### src/rtl/decode_issue_stage.sv
// MIPS D stage: IF/ID register, instruction decode, Tnew scoreboard and MDU busy tracking.
// Define FWD_PATHS_EN to stall only when a producer's Tnew exceeds the consumer's Tuse.
module decode_issue_stage #(
  parameter int NSTAGE  = 3,
  parameter int MUL_LAT = 5,
  parameter int DIV_LAT = 10
) (
  input  logic        clk,
  input  logic        reset_n,
  input  logic        in_valid,
  input  logic [31:0] in_instr,
  input  logic [31:0] in_pc,
  output logic        in_ready,
  input  logic        flush,
  input  logic        out_ready,
  output logic        out_valid,
  output logic [31:0] out_instr,
  output logic [31:0] out_pc,
  output logic [4:0]  out_a3,
  output logic        out_rfwr,
  output logic [1:0]  out_tnew,
  output logic        stall
);

  localparam int MD_MAX = (MUL_LAT > DIV_LAT) ? MUL_LAT : DIV_LAT;
  localparam int MDW    = $clog2(MD_MAX + 1);
`ifdef FWD_PATHS_EN
  localparam bit FWD_EN = 1'b1;
`else
  localparam bit FWD_EN = 1'b0;
`endif

  logic              d_valid_q, d_valid_d;
  logic [31:0]       d_instr_q, d_instr_d;
  logic [31:0]       d_pc_q, d_pc_d;
  logic [NSTAGE-1:0] sb_v_q, sb_v_d;
  logic [4:0]        sb_a3_q [NSTAGE];
  logic [4:0]        sb_a3_d [NSTAGE];
  logic [1:0]        sb_tnew_q [NSTAGE];
  logic [1:0]        sb_tnew_d [NSTAGE];
  logic [MDW-1:0]    md_cnt_q, md_cnt_d;

  logic [5:0] op_s, fn_s;
  logic [4:0] rs_s, rt_s, rd_s;
  logic       dec_wr_s, dec_md_s, dec_mul_s, dec_div_s;
  logic [4:0] dec_a3_s;
  logic [1:0] dec_tnew_s;
  logic       rs_use_s, rt_use_s;
  logic [1:0] rs_tuse_s, rt_tuse_s;
  logic       rs_haz_s, rt_haz_s, reg_haz_s, md_haz_s;
  logic       stall_s, out_valid_s, issue_s, load_s, rfwr_s;

  assign op_s = d_instr_q[31:26];
  assign rs_s = d_instr_q[25:21];
  assign rt_s = d_instr_q[20:16];
  assign rd_s = d_instr_q[15:11];
  assign fn_s = d_instr_q[5:0];

  // Decode the held instruction: destination, Tnew, operand usage with Tuse, MDU class.
  always_comb begin
    dec_wr_s   = 1'b0;
    dec_a3_s   = 5'd0;
    dec_tnew_s = 2'd0;
    dec_md_s   = 1'b0;
    dec_mul_s  = 1'b0;
    dec_div_s  = 1'b0;
    rs_use_s   = 1'b0;
    rt_use_s   = 1'b0;
    rs_tuse_s  = 2'd1;
    rt_tuse_s  = 2'd1;
    case (op_s)
      6'h00: begin
        case (fn_s)
          6'h00, 6'h02, 6'h03: begin
            dec_wr_s   = 1'b1;
            dec_a3_s   = rd_s;
            dec_tnew_s = 2'd1;
            rt_use_s   = 1'b1;
          end
          6'h04, 6'h06, 6'h07, 6'h20, 6'h21, 6'h22, 6'h23,
          6'h24, 6'h25, 6'h26, 6'h27, 6'h2a, 6'h2b: begin
            dec_wr_s   = 1'b1;
            dec_a3_s   = rd_s;
            dec_tnew_s = 2'd1;
            rs_use_s   = 1'b1;
            rt_use_s   = 1'b1;
          end
          6'h08: begin
            rs_use_s  = 1'b1;
            rs_tuse_s = 2'd0;
          end
          6'h09: begin
            dec_wr_s   = 1'b1;
            dec_a3_s   = rd_s;
            dec_tnew_s = 2'd0;
            rs_use_s   = 1'b1;
            rs_tuse_s  = 2'd0;
          end
          6'h10, 6'h12: begin
            dec_wr_s   = 1'b1;
            dec_a3_s   = rd_s;
            dec_tnew_s = 2'd1;
            dec_md_s   = 1'b1;
          end
          6'h11, 6'h13: begin
            rs_use_s = 1'b1;
            dec_md_s = 1'b1;
          end
          6'h18, 6'h19: begin
            rs_use_s  = 1'b1;
            rt_use_s  = 1'b1;
            dec_md_s  = 1'b1;
            dec_mul_s = 1'b1;
          end
          6'h1a, 6'h1b: begin
            rs_use_s  = 1'b1;
            rt_use_s  = 1'b1;
            dec_md_s  = 1'b1;
            dec_div_s = 1'b1;
          end
          default: dec_wr_s = 1'b0;
        endcase
      end
      6'h01: begin
        if ((rt_s == 5'd0) || (rt_s == 5'd1)) begin
          rs_use_s  = 1'b1;
          rs_tuse_s = 2'd0;
        end else begin
          rs_use_s  = 1'b0;
        end
      end
      6'h03: begin
        dec_wr_s   = 1'b1;
        dec_a3_s   = 5'd31;
        dec_tnew_s = 2'd0;
      end
      6'h04, 6'h05: begin
        rs_use_s  = 1'b1;
        rt_use_s  = 1'b1;
        rs_tuse_s = 2'd0;
        rt_tuse_s = 2'd0;
      end
      6'h06, 6'h07: begin
        rs_use_s  = 1'b1;
        rs_tuse_s = 2'd0;
      end
      6'h08, 6'h09, 6'h0a, 6'h0b, 6'h0c, 6'h0d, 6'h0e: begin
        dec_wr_s   = 1'b1;
        dec_a3_s   = rt_s;
        dec_tnew_s = 2'd1;
        rs_use_s   = 1'b1;
      end
      6'h0f: begin
        dec_wr_s   = 1'b1;
        dec_a3_s   = rt_s;
        dec_tnew_s = 2'd1;
      end
      6'h20, 6'h21, 6'h23, 6'h24, 6'h25: begin
        dec_wr_s   = 1'b1;
        dec_a3_s   = rt_s;
        dec_tnew_s = 2'd2;
        rs_use_s   = 1'b1;
      end
      6'h28, 6'h29, 6'h2b: begin
        rs_use_s  = 1'b1;
        rt_use_s  = 1'b1;
        rt_tuse_s = 2'd2;
      end
      default: dec_wr_s = 1'b0;
    endcase
  end

  // Scan scoreboard oldest to youngest so the youngest matching writer has the last word.
  always_comb begin
    rs_haz_s = 1'b0;
    rt_haz_s = 1'b0;
    for (int k = NSTAGE - 1; k >= 0; k--) begin
      if (sb_v_q[k] && (sb_a3_q[k] == rs_s)) begin
        rs_haz_s = FWD_EN ? (sb_tnew_q[k] > rs_tuse_s) : (k <= NSTAGE - 2);
      end else begin
        rs_haz_s = rs_haz_s;
      end
      if (sb_v_q[k] && (sb_a3_q[k] == rt_s)) begin
        rt_haz_s = FWD_EN ? (sb_tnew_q[k] > rt_tuse_s) : (k <= NSTAGE - 2);
      end else begin
        rt_haz_s = rt_haz_s;
      end
    end
  end

  assign reg_haz_s   = (rs_use_s && (rs_s != 5'd0) && rs_haz_s) ||
                       (rt_use_s && (rt_s != 5'd0) && rt_haz_s);
  assign md_haz_s    = dec_md_s && (md_cnt_q != '0);
  assign stall_s     = d_valid_q && (reg_haz_s || md_haz_s);
  assign out_valid_s = d_valid_q && !stall_s;
  assign issue_s     = out_valid_s && out_ready;
  assign in_ready    = !d_valid_q || issue_s;
  assign load_s      = in_valid && in_ready;
  assign rfwr_s      = d_valid_q && dec_wr_s && (dec_a3_s != 5'd0);

  assign out_valid = out_valid_s;
  assign stall     = stall_s;
  assign out_instr = d_instr_q;
  assign out_pc    = d_pc_q;
  assign out_rfwr  = rfwr_s;
  assign out_a3    = rfwr_s ? dec_a3_s : 5'd0;
  assign out_tnew  = rfwr_s ? dec_tnew_s : 2'd0;

  // IF/ID register next state; a redirect wins over a same-cycle fetch.
  always_comb begin
    d_instr_d = d_instr_q;
    d_pc_d    = d_pc_q;
    if (flush) begin
      d_valid_d = 1'b0;
    end else if (load_s) begin
      d_valid_d = 1'b1;
      d_instr_d = in_instr;
      d_pc_d    = in_pc;
    end else if (issue_s) begin
      d_valid_d = 1'b0;
    end else begin
      d_valid_d = d_valid_q;
    end
  end

  // Scoreboard shifts every cycle; Tnew counts down toward zero as the writer advances.
  always_comb begin
    sb_v_d       = '0;
    sb_v_d[0]    = issue_s && rfwr_s;
    sb_a3_d[0]   = issue_s ? out_a3 : 5'd0;
    sb_tnew_d[0] = issue_s ? out_tnew : 2'd0;
    for (int k = 1; k < NSTAGE; k++) begin
      sb_v_d[k]    = sb_v_q[k-1];
      sb_a3_d[k]   = sb_a3_q[k-1];
      sb_tnew_d[k] = (sb_tnew_q[k-1] == 2'd0) ? 2'd0 : (sb_tnew_q[k-1] - 2'd1);
    end
  end

  // MDU busy counter: loaded on mult/div issue, otherwise drains to zero.
  always_comb begin
    if (issue_s && dec_mul_s) begin
      md_cnt_d = MDW'(MUL_LAT);
    end else if (issue_s && dec_div_s) begin
      md_cnt_d = MDW'(DIV_LAT);
    end else if (md_cnt_q != '0) begin
      md_cnt_d = md_cnt_q - MDW'(1);
    end else begin
      md_cnt_d = md_cnt_q;
    end
  end

  // State registers.
  always_ff @(posedge clk or negedge reset_n) begin
    if (!reset_n) begin
      d_valid_q <= 1'b0;
      d_instr_q <= 32'd0;
      d_pc_q    <= 32'd0;
      sb_v_q    <= '0;
      md_cnt_q  <= '0;
      for (int k = 0; k < NSTAGE; k++) begin
        sb_a3_q[k]   <= 5'd0;
        sb_tnew_q[k] <= 2'd0;
      end
    end else begin
      d_valid_q <= d_valid_d;
      d_instr_q <= d_instr_d;
      d_pc_q    <= d_pc_d;
      sb_v_q    <= sb_v_d;
      md_cnt_q  <= md_cnt_d;
      for (int k = 0; k < NSTAGE; k++) begin
        sb_a3_q[k]   <= sb_a3_d[k];
        sb_tnew_q[k] <= sb_tnew_d[k];
      end
    end
  end

endmodule

### config.mk
export PLATFORM = sky130hd
export DESIGN_NAME = decode_issue_stage
export DESIGN_NICKNAME = d
export VERILOG_FILES = /design/src/rtl/decode_issue_stage.sv
export SDC_FILE = /design/constraint.sdc
export NUM_CORES = 1
export LEC_CHECK = 0
export CORE_MARGIN = 2
export CORE_UTILIZATION = 40
export CTS_BUF_LIST = sky130_fd_sc_hd__clkbuf_8
export CTS_CLUSTER_DIAMETER = 100
export DETAILED_ROUTE_END_ITERATION = 10
export PLACE_DENSITY = 0.67
export SLEW_MARGIN = 5
export SYNTH_ARGS = -nofsm -noshare
export SYNTH_HDL_FRONTEND = slang
export SYNTH_SLANG_ARGS = --single-unit
### constraint.sdc
create_clock -name clk -period 3.3 [get_ports clk]
set_clock_uncertainty 0.15 [all_clocks]
set_input_delay 0.495 -clock clk [delete_from_list [all_inputs] [get_ports clk]]
set_output_delay 0.495 -clock clk [all_outputs]
set_load 0.01 [all_outputs]
# Word level (Yosys, flattened, before mapping)
# Cells that the tools add are included.
# word_totals
regBits	81
input_bits	69
wordCells	138
# classes
n_addsub	1
n_eq_ne	52
muxes	30
bitwise	1
reduce_logical	47
# op_table
operator	count
$eq 6x6->1 const B	18
$eq 6x4->1 const B	10
$eq 6x5->1 const B	8
$eq 6x3->1 const B	7
$reduce_or 19->1	2
$reduce_or 21->1	1
$eq 5x5->1	4
$reduce_or 20->1	1
$eq 6x2->1 const B	3
$logic_and 1x1->1	18
$mux 1	18
$reduce_or 18->1	1
$reduce_or 8->1	2
$mux 5	3
$pmux 5 s3	1
$reduce_bool 5->1	3
$reduce_or 14->1	1
$reduce_or 13->1	1
$logic_not 6->1	2
$mux 4	3
$reduce_or 5->1	2
$eq 6x1->1 const B	1
$pmux 2 s3	1
$reduce_bool 3->1	2
12 further kinds	18

# Longest topological paths before layout
# Gate-level depths: netlist (run 1).
# depth
depth_word	16
ltp_mapped	9
depth_no_buf	7

# Least setup slack after synthesis (run 1)
# OpenSTA, ideal clock, no wires.
# synth_timing
path_type	register to output
from	register d_instr_q[3] (netlist: out_instr[3])
to	output port out_tnew[0]
arrival_ps	2171
required_ps	2655
path_slack_ps	484
path_stages_with_launch	8
path_cell_list	dfrtp_1 buf_2 or4_1 nand2_1 o311a_2 o21ai_1 a31o_2 nor4_1
# synth_via
elab_chain_cells	7
elab_cells_between_ends	31
# synth_lines
element	line	text
start, declared	34	logic [31:0] d_instr_q, d_instr_d;
start signal, assigned	266	d_instr_q <= d_instr_d;
$eq 6x4->1 (tied with other cells)	73	case (fn_s)
$reduce_or 19->1 (no line)	--	
$mux 5 / $mux 1 (equally long branches)	73	
$pmux 5 s3 / $pmux 1 s2 (equally long branches)	71	case (op_s)
$reduce_bool 5->1 / $logic_and 1x1->1 (equally long branches)	199	assign rfwr_s = d_valid_q && dec_wr_s && (dec_a3_s != 5'd0);
$logic_and 1x1->1	199	
$mux 2 (*)	207	assign out_tnew = rfwr_s ? dec_tnew_s : 2'd0;
end, declared	21	output logic [1:0] out_tnew,
# Mark *: on every way between the ends. The rest lies on a longest branch, timed or not.

# Worst setup path after layout (run 1)
# layout_timing
from	register d_instr_q[0] (netlist: out_instr[0])
to	output port out_tnew[0]
# The elaborated chain is that of the path after synthesis.

==> results of run 1 <==
## per-layer routing
| metal | GRT usage | up-vias |
|---|---|---|
| met5 | 0 | - |
| met4 | 0.0980 | 0 |
| met3 | 0.0494 | 27 |
| met2 | 0.383 | 198 |
| met1 | 0.318 | 2759 |
| li1 | - | 2544 |
## power by group
group | switching (mW) | total [mW] | internal [mW]
sequential | 0.153 | 1.31 | 1.16
clock | 0.384 | 0.836 | 0.451
combinational | 0.604 | 1.28 | 0.675
## through the flow
stage	instance area (sq um)	setup slack, ns	utilization	std cells
detailed placement	7270	0.0464	0.524	905
floorplan	5690	0.484	-	618
finish	7570	0.0624	0.545	925
CTS	7530	0.0224	0.543	923
global route	7570	0.00275	0.545	925
global placement	7270	0.139	0.524	905
## final cells by class
class                           count  area [sq um]
Fill cell                        1279          6310
Timing Repair Buffer              181          1740
Inverter                            8          30.0
Sequential cell                    81          2030
Tap cell                          180           225
Clock buffer                       14           193
Multi-Input combinational cell    459          3310
Clock inverter                      2          33.8
## Yosys cell counts, types with 6 or more instances
library cell  number
clkbuf_1          50
nand3b_1          66
nand2b_1           6
a21oi_1           13
o211ai_2          61
and3_1            68
nor3_1             6
nor2_1             6
inv_1              8
dfrtp_1           81
nand2_1           77
nand4_1           71
buf_2              6
nor2b_1            8
o21ai_0            6
buf_12             7
buf_1              6
xnor2_1           21
## registers in the layout (all words and copies together), names as in the netlist
| name | cells |
|---|---|
| out_instr | 32 |
| out_pc | 32 |
| sb_a3_d | 10 |
| md_cnt_q | 4 |
| sb_v_q | 2 |
| d_valid_q | 1 |
## worst reg2reg max path: stages, from the launching register on
cell,delay [ns]
dfrtp_2,0.48
or4b_1,0.52
a21oi_2,0.16
nor3_1,0.09
o211ai_4,0.23
buf_6,0.42
and3_4,0.51
buf_4,0.28
o211ai_2,0.11
## cells in the final DEF, fill, tap and decap left out, types with 3 or more instances in the layout
cell type	count
a21oi_1	9
a21oi_2	4
a22oi_1	5
and2_1	3
and3_1	68
and4_1	3
buf_12	3
buf_4	35
clkbuf_8	14
clkdlybuf4s50_1	130
dfrtp_1	76
dfrtp_2	5
dlygate4sd2_1	8
inv_1	9
nand2_1	77
nand2b_1	5
nand3_1	4
nand3b_1	66
nand4_1	71
nor2_1	6
nor2b_1	7
nor3_1	5
o211ai_1	5
o211ai_2	60
o21ai_0	6
xnor2_1	21
## timing repair
| item | 4_1_cts | 5_1_grt |
|---|---|---|
| setup buffers | 2 | 2 |
| hold endpoints to repair | 0 | 0 |
| endpoints found under the setup margin | 11 | 53 |
| gates resized for setup | 19 | 10 |
| cloned | 0 | 0 |
| pin swaps | 1 | 1 |
## logic make-up (layout without fill, tap and decap cells)
| logic type | after synthesis | after routing | synth area share |
|---|---|---|---|
| simple gates | 329 | 329 | 0.343 |
| compound gates | 106 | 106 | 0.190 |
| flops | 81 | 81 | 0.356 |
| buf+inv | 78 | 205 | 0.0734 |
| xor+xnor | 21 | 21 | 0.0323 |
| mux | 2 | 2 | 0.00352 |
| fa+ha+maj | 1 | 1 | 0.00220 |
## worst max-delay path by stage
| stage | startpoint | endpoint | slack [ns] | cells past startpoint |
|---|---|---|---|---|
| after detailed placement | out_instr[26]$_DFFE_PN0P_ | out_tnew[0] | 0.05 | 7 |
| after CTS | out_instr[20]$_DFFE_PN0P_ | stall | 0.02 | 7 |
| final | out_instr[0]$_DFFE_PN0P_ | out_tnew[0] | 0.06 | 7 |
| after floorplan | out_instr[3]$_DFFE_PN0P_ | out_tnew[0] | 0.48 | 7 |
| after global routing | out_instr[0]$_DFFE_PN0P_ | out_tnew[0] | 0.003 | 7 |
| after global placement | out_instr[26]$_DFFE_PN0P_ | out_tnew[0] | 0.14 | 7 |
==> impl_metrics.yaml, run 1 <==
run_status:
  status: "finished clean"
setup_path:
  arrival_ns: 2.59
  rr_endpoint: "out_pc[12]$_DFFE_PN0P_"
  r2r-start: "out_instr[4]$_DFFE_PN0P_"
  critPathKind: "flip-flop to primary output"
  max_stage_delay_ns: 0.57
  ff2ff_path_depth: 8
  cp-end-kind: "primary output"
  crit_fanout: 4
  path_delay_family: "simple AND/OR/NAND/NOR gates"
  cp.buffers_inverters: 1
  r2r_setup_slack_ns: 0.24
  crit_chain: "or4_1 -> nand2_1 -> o311a_2 -> o21ai_0 -> a31o_2 -> nor4_2 -> clkdlybuf4s15_1"
  crit_path_start_kind: "flip-flop"
  crit_slowest_cell: "or4_1"
  crit_required_ns: 2.65
timing:
  finalSetupTns_ns: 0
  setup_violations: 0
  whs_ns: 0.0232
  min_period_over_period: 0.981
  tightestPinTransition_ns: 0.846
  slew_headroom: 0.436
  drv_slew: 0
  hold_violations: 0
  post-route-min-period_ns: 3.24
  clock.fmax_ghz: 0.309
  rsz0062_at_grt: "no"
placed_design:
  place.gp.congestion: 0.893
  io_buffers: 143
  hpwl_microns: 11600
die:
  die_area_sq_um: 15200
  die_w_microns: 123
  row_count: 43
  io_pins: 144
  start_util: 0.410
  die_y_microns: 123
  coreArea_sq_um: 13900
drt:
  routedWlPerCell_microns: 19.3
  drt_iter0_drc: 423
  postRouteAntennaNets: 0
  routed_wl_microns: 17800
  first_pass_iters: 4
  drc_errors: 0
  wl_met2_microns: 8520
  viasPerCell: 5.98
  vias: 5528
  top_layer: "met4"
  drt-met1-wl_microns: 7740
  wl_met3_microns: 1200
pwr:
  finalPower_mw: 3.43
  vdd_ir_drop_max_uv: 221
  power.density_nw_per_um2: 453
  p_leak_nw: 3.31
clocking:
  cts_hold_buf: 0
  clkSlewWorstSetupHoldPaths_ns: 0.09
  clk_latency_ns: 0.38
  cts_made_buffers: 9
  ctsLongestPathBuffers: 2
  cts_max_level: 3
  cts_tree: "built"
  clock-root-buffer: "clkbuf_8"
  cts.sinks: 81
global_routing:
  track_usage: 0.240
  grt_overflow: 0
  grt_max_degree: 98
  grt_pass1_vias: 5534
  grt_pass1_wl_microns: 28300
  antenna_found_initial: 0
synthesis:
  synth_edf_count: 0
  syn_nets: 688
  ys_types: 47
  seq_area_frac_synth: 0.356
  ys.warnings.count: 0
  ys.flop_type: "dfrtp_1"
  avgSynthCellArea_sq_um: 9.21
  ys_seq_elements: 81
  yosysTopAreaCellShare: 0.356
  synthCells: 618
  syn-cell-area_sq_um: 5690
  async_reset_ff_frac: 1.00
  yosysTopAreaCell: "dfrtp_1"
  synth_area_leaders: "dfrtp_1 (36%), o211ai_2 (13%), nand3b_1 (8.7%)"
run:
  cap_violations: 0
finish:
  area_delta_synth_final_pct: 32.9
  layout-drive-gt1-share: 0.192
  nets: 810
  diodes: 0
min_path:
  hold_class: "input port to async pin"
No activity file was read; power rests on OpenSTA's default activity.
==> run 2: changes to the inputs <==
REMOVE_ABC_BUFFERS = 1   (was unset)
==> impl_metrics.yaml, run 2 (synthesis results as in run 1) <==
setup_path:
  cp-end-kind: "primary output"
  crit_fanout: 5
  crit_required_ns: 2.65
  ff2ff_path_depth: 11
  crit_path_start_kind: "flip-flop"
  cp-startpoint: "out_instr[0]$_DFFE_PN0P_"
  arrival_ns: 2.58
  endpoint: "out_a3[2]"
  r2r_setup_slack_ns: 0.23
  rr_endpoint: "out_pc[28]$_DFFE_PN0P_"
  critPathKind: "flip-flop to primary output"
  r2r-start: "out_instr[3]$_DFFE_PN0P_"
global_routing:
  grt_max_degree: 75
  use_met3: 0.0494
  grt_pass1_vias: 5423
  use_met2: 0.377
  grt_pass1_wl_microns: 28400
  grt_busiest_layer: "met2"
  grt_overflow: 0
  track_usage: 0.238
  grt.met1_usage: 0.321
  antenna_found_initial: 0
finish:
  stdcell_count: 931
  layout-drive-gt1-share: 0.190
  final_core_util: 0.546
  mostFrequentLayoutCells: "clkdlybuf4s50_1 (132), dfrtp_1 (79), nand2_1 (77), nand4_1 (71), and3_1 (68)"
  final_common_cell: "clkdlybuf4s50_1"
  nets: 816
  fin_area_sq_um: 7580
  diodes: 0
  area_delta_synth_final_pct: 33.2
  fillers: 1303
run:
  cap_violations: 0
clocking:
  clkSlewWorstSetupHoldPaths_ns: 0.08
  clk_latency_ns: 0.37
  ctsLongestPathBuffers: 2
  cts_tree: "built"
  clock-root-buffer: "clkbuf_8"
  cts_max_level: 3
  cts_made_buffers: 9
  cts.sinks: 81
run_status:
  status: "finished clean"
pwr:
  swShare: 0.338
  vdd_ir_drop_max_uv: 237
  p_int_mw: 2.19
  finalPower_mw: 3.32
  seqPwrFrac: 0.394
  power.density_nw_per_um2: 437
  pwr-share-clk: 0.221
  switchingPower_mw: 1.12
  comb_power_share: 0.385
  p_leak_nw: 3.37
placed_design:
  dp.cells: 913
  placed_cell_area_sq_um: 7340
  pre_cts_ws_ns: 0.167
  io_buffers: 143
  place.gp.congestion: 0.888
  hpwl_microns: 11800
timing:
  clock.fmax_ghz: 0.310
  setup_ws_ns: 0.0734
  drv_slew: 0
  hold_violations: 0
  min_period_over_period: 0.978
  setup_violations: 0
  post-route-min-period_ns: 3.23
  tightestPinTransition_ns: 0.785
  slew_headroom: 0.477
die:
  coreArea_sq_um: 13900
  die_y_microns: 123
  row_count: 43
  die_area_sq_um: 15200
  io_pins: 144
  die_w_microns: 123
  start_util: 0.410
drt:
  routed_wl_microns: 17700
  first_pass_iters: 5
  viasPerCell: 5.95
  drc_errors: 0
  vias: 5541
  drt_iter0_drc: 402
  routedWlPerCell_microns: 19.0
  postRouteAntennaNets: 0
min_path:
  hold_class: "input port to async pin"
## run 2: timing repair
item | 4_1_cts | 5_1_grt
gates resized for setup | 9 | 10
endpoints found under the setup margin | 7 | 6
setup buffers | 2 | 0
gates cloned | 0 | 0
pin swaps | 1 | 0
hold buffers | 0 | 0
## run 2: worst min-delay path by stage
stage	start	endpoint	slack (ns)	depth (start not counted)
after floorplan	reset_n	d_valid_q$_DFFE_PN0P_	0.05	0
after global placement	sb_v_q[0]$_DFF_PN0_	sb_v_q[1]$_DFF_PN0_	0.23	0
after detailed placement	sb_v_q[0]$_DFF_PN0_	sb_v_q[1]$_DFF_PN0_	0.24	0
after CTS	reset_n	out_instr[18]$_DFFE_PN0P_	0.08	1
after global routing	reset_n	md_cnt_q[0]$_DFFE_PN0P_	0.11	1
final	reset_n	md_cnt_q[2]$_DFFE_PN0P_	0.07	1
## run 2: cell type report
class	instances	area, sq um	area share
multi-input cells	459	3300	0.435
inverters	8	30.0	0.00396
clock inverters	6	51.3	0.00677
well taps	180	225	0.0297
flip-flops and latches	81	2030	0.268
clock buffers	10	138	0.0182
repair buffers	187	1810	0.239
## run 2: worst max-delay path: stages (launching register included)
cell	delay [ns]
dfrtp_1	0.38
or4_1	0.53
nand2_1	0.09
o311a_2	0.19
buf_4	0.13
a22oi_1	0.11
a21oi_2	0.22
clkdlybuf4s50_1	0.57
## run 2: per-stage QoR
| stage | setup TNS, ns | hold WS, ns |
|---|---|---|
| 4_1_cts | 0 | 0.0759 |
| 3_3_place_gp | 0 | 0.235 |
| 2_1_floorplan | -237.72 | 0.0494 |
| 3_5_place_dp | 0 | 0.240 |
| 6_report | 0 | 0.0663 |
| 5_1_grt | -0.0260 | 0.113 |
## run 2: power by group through the flow
| stage | clock network, mW | logic, mW | registers (mW) |
|---|---|---|---|
| 2_1_floorplan | 0 | 0.529 | 1.39 |
| 3_3_place_gp | 0 | 1.25 | 1.32 |
| 3_5_place_dp | 0 | 1.28 | 1.32 |
| 4_1_cts | 0.760 | 1.29 | 1.31 |
| 5_1_grt | 0.794 | 1.40 | 1.33 |
| 6_report | 0.732 | 1.28 | 1.31 |
## run 2: routing by layer
metal	wire [microns]	part of all wire
met1	7530	0.42
met2	8650	0.49
met3	1210	0.068
met4	328	0.019
met5	0	0
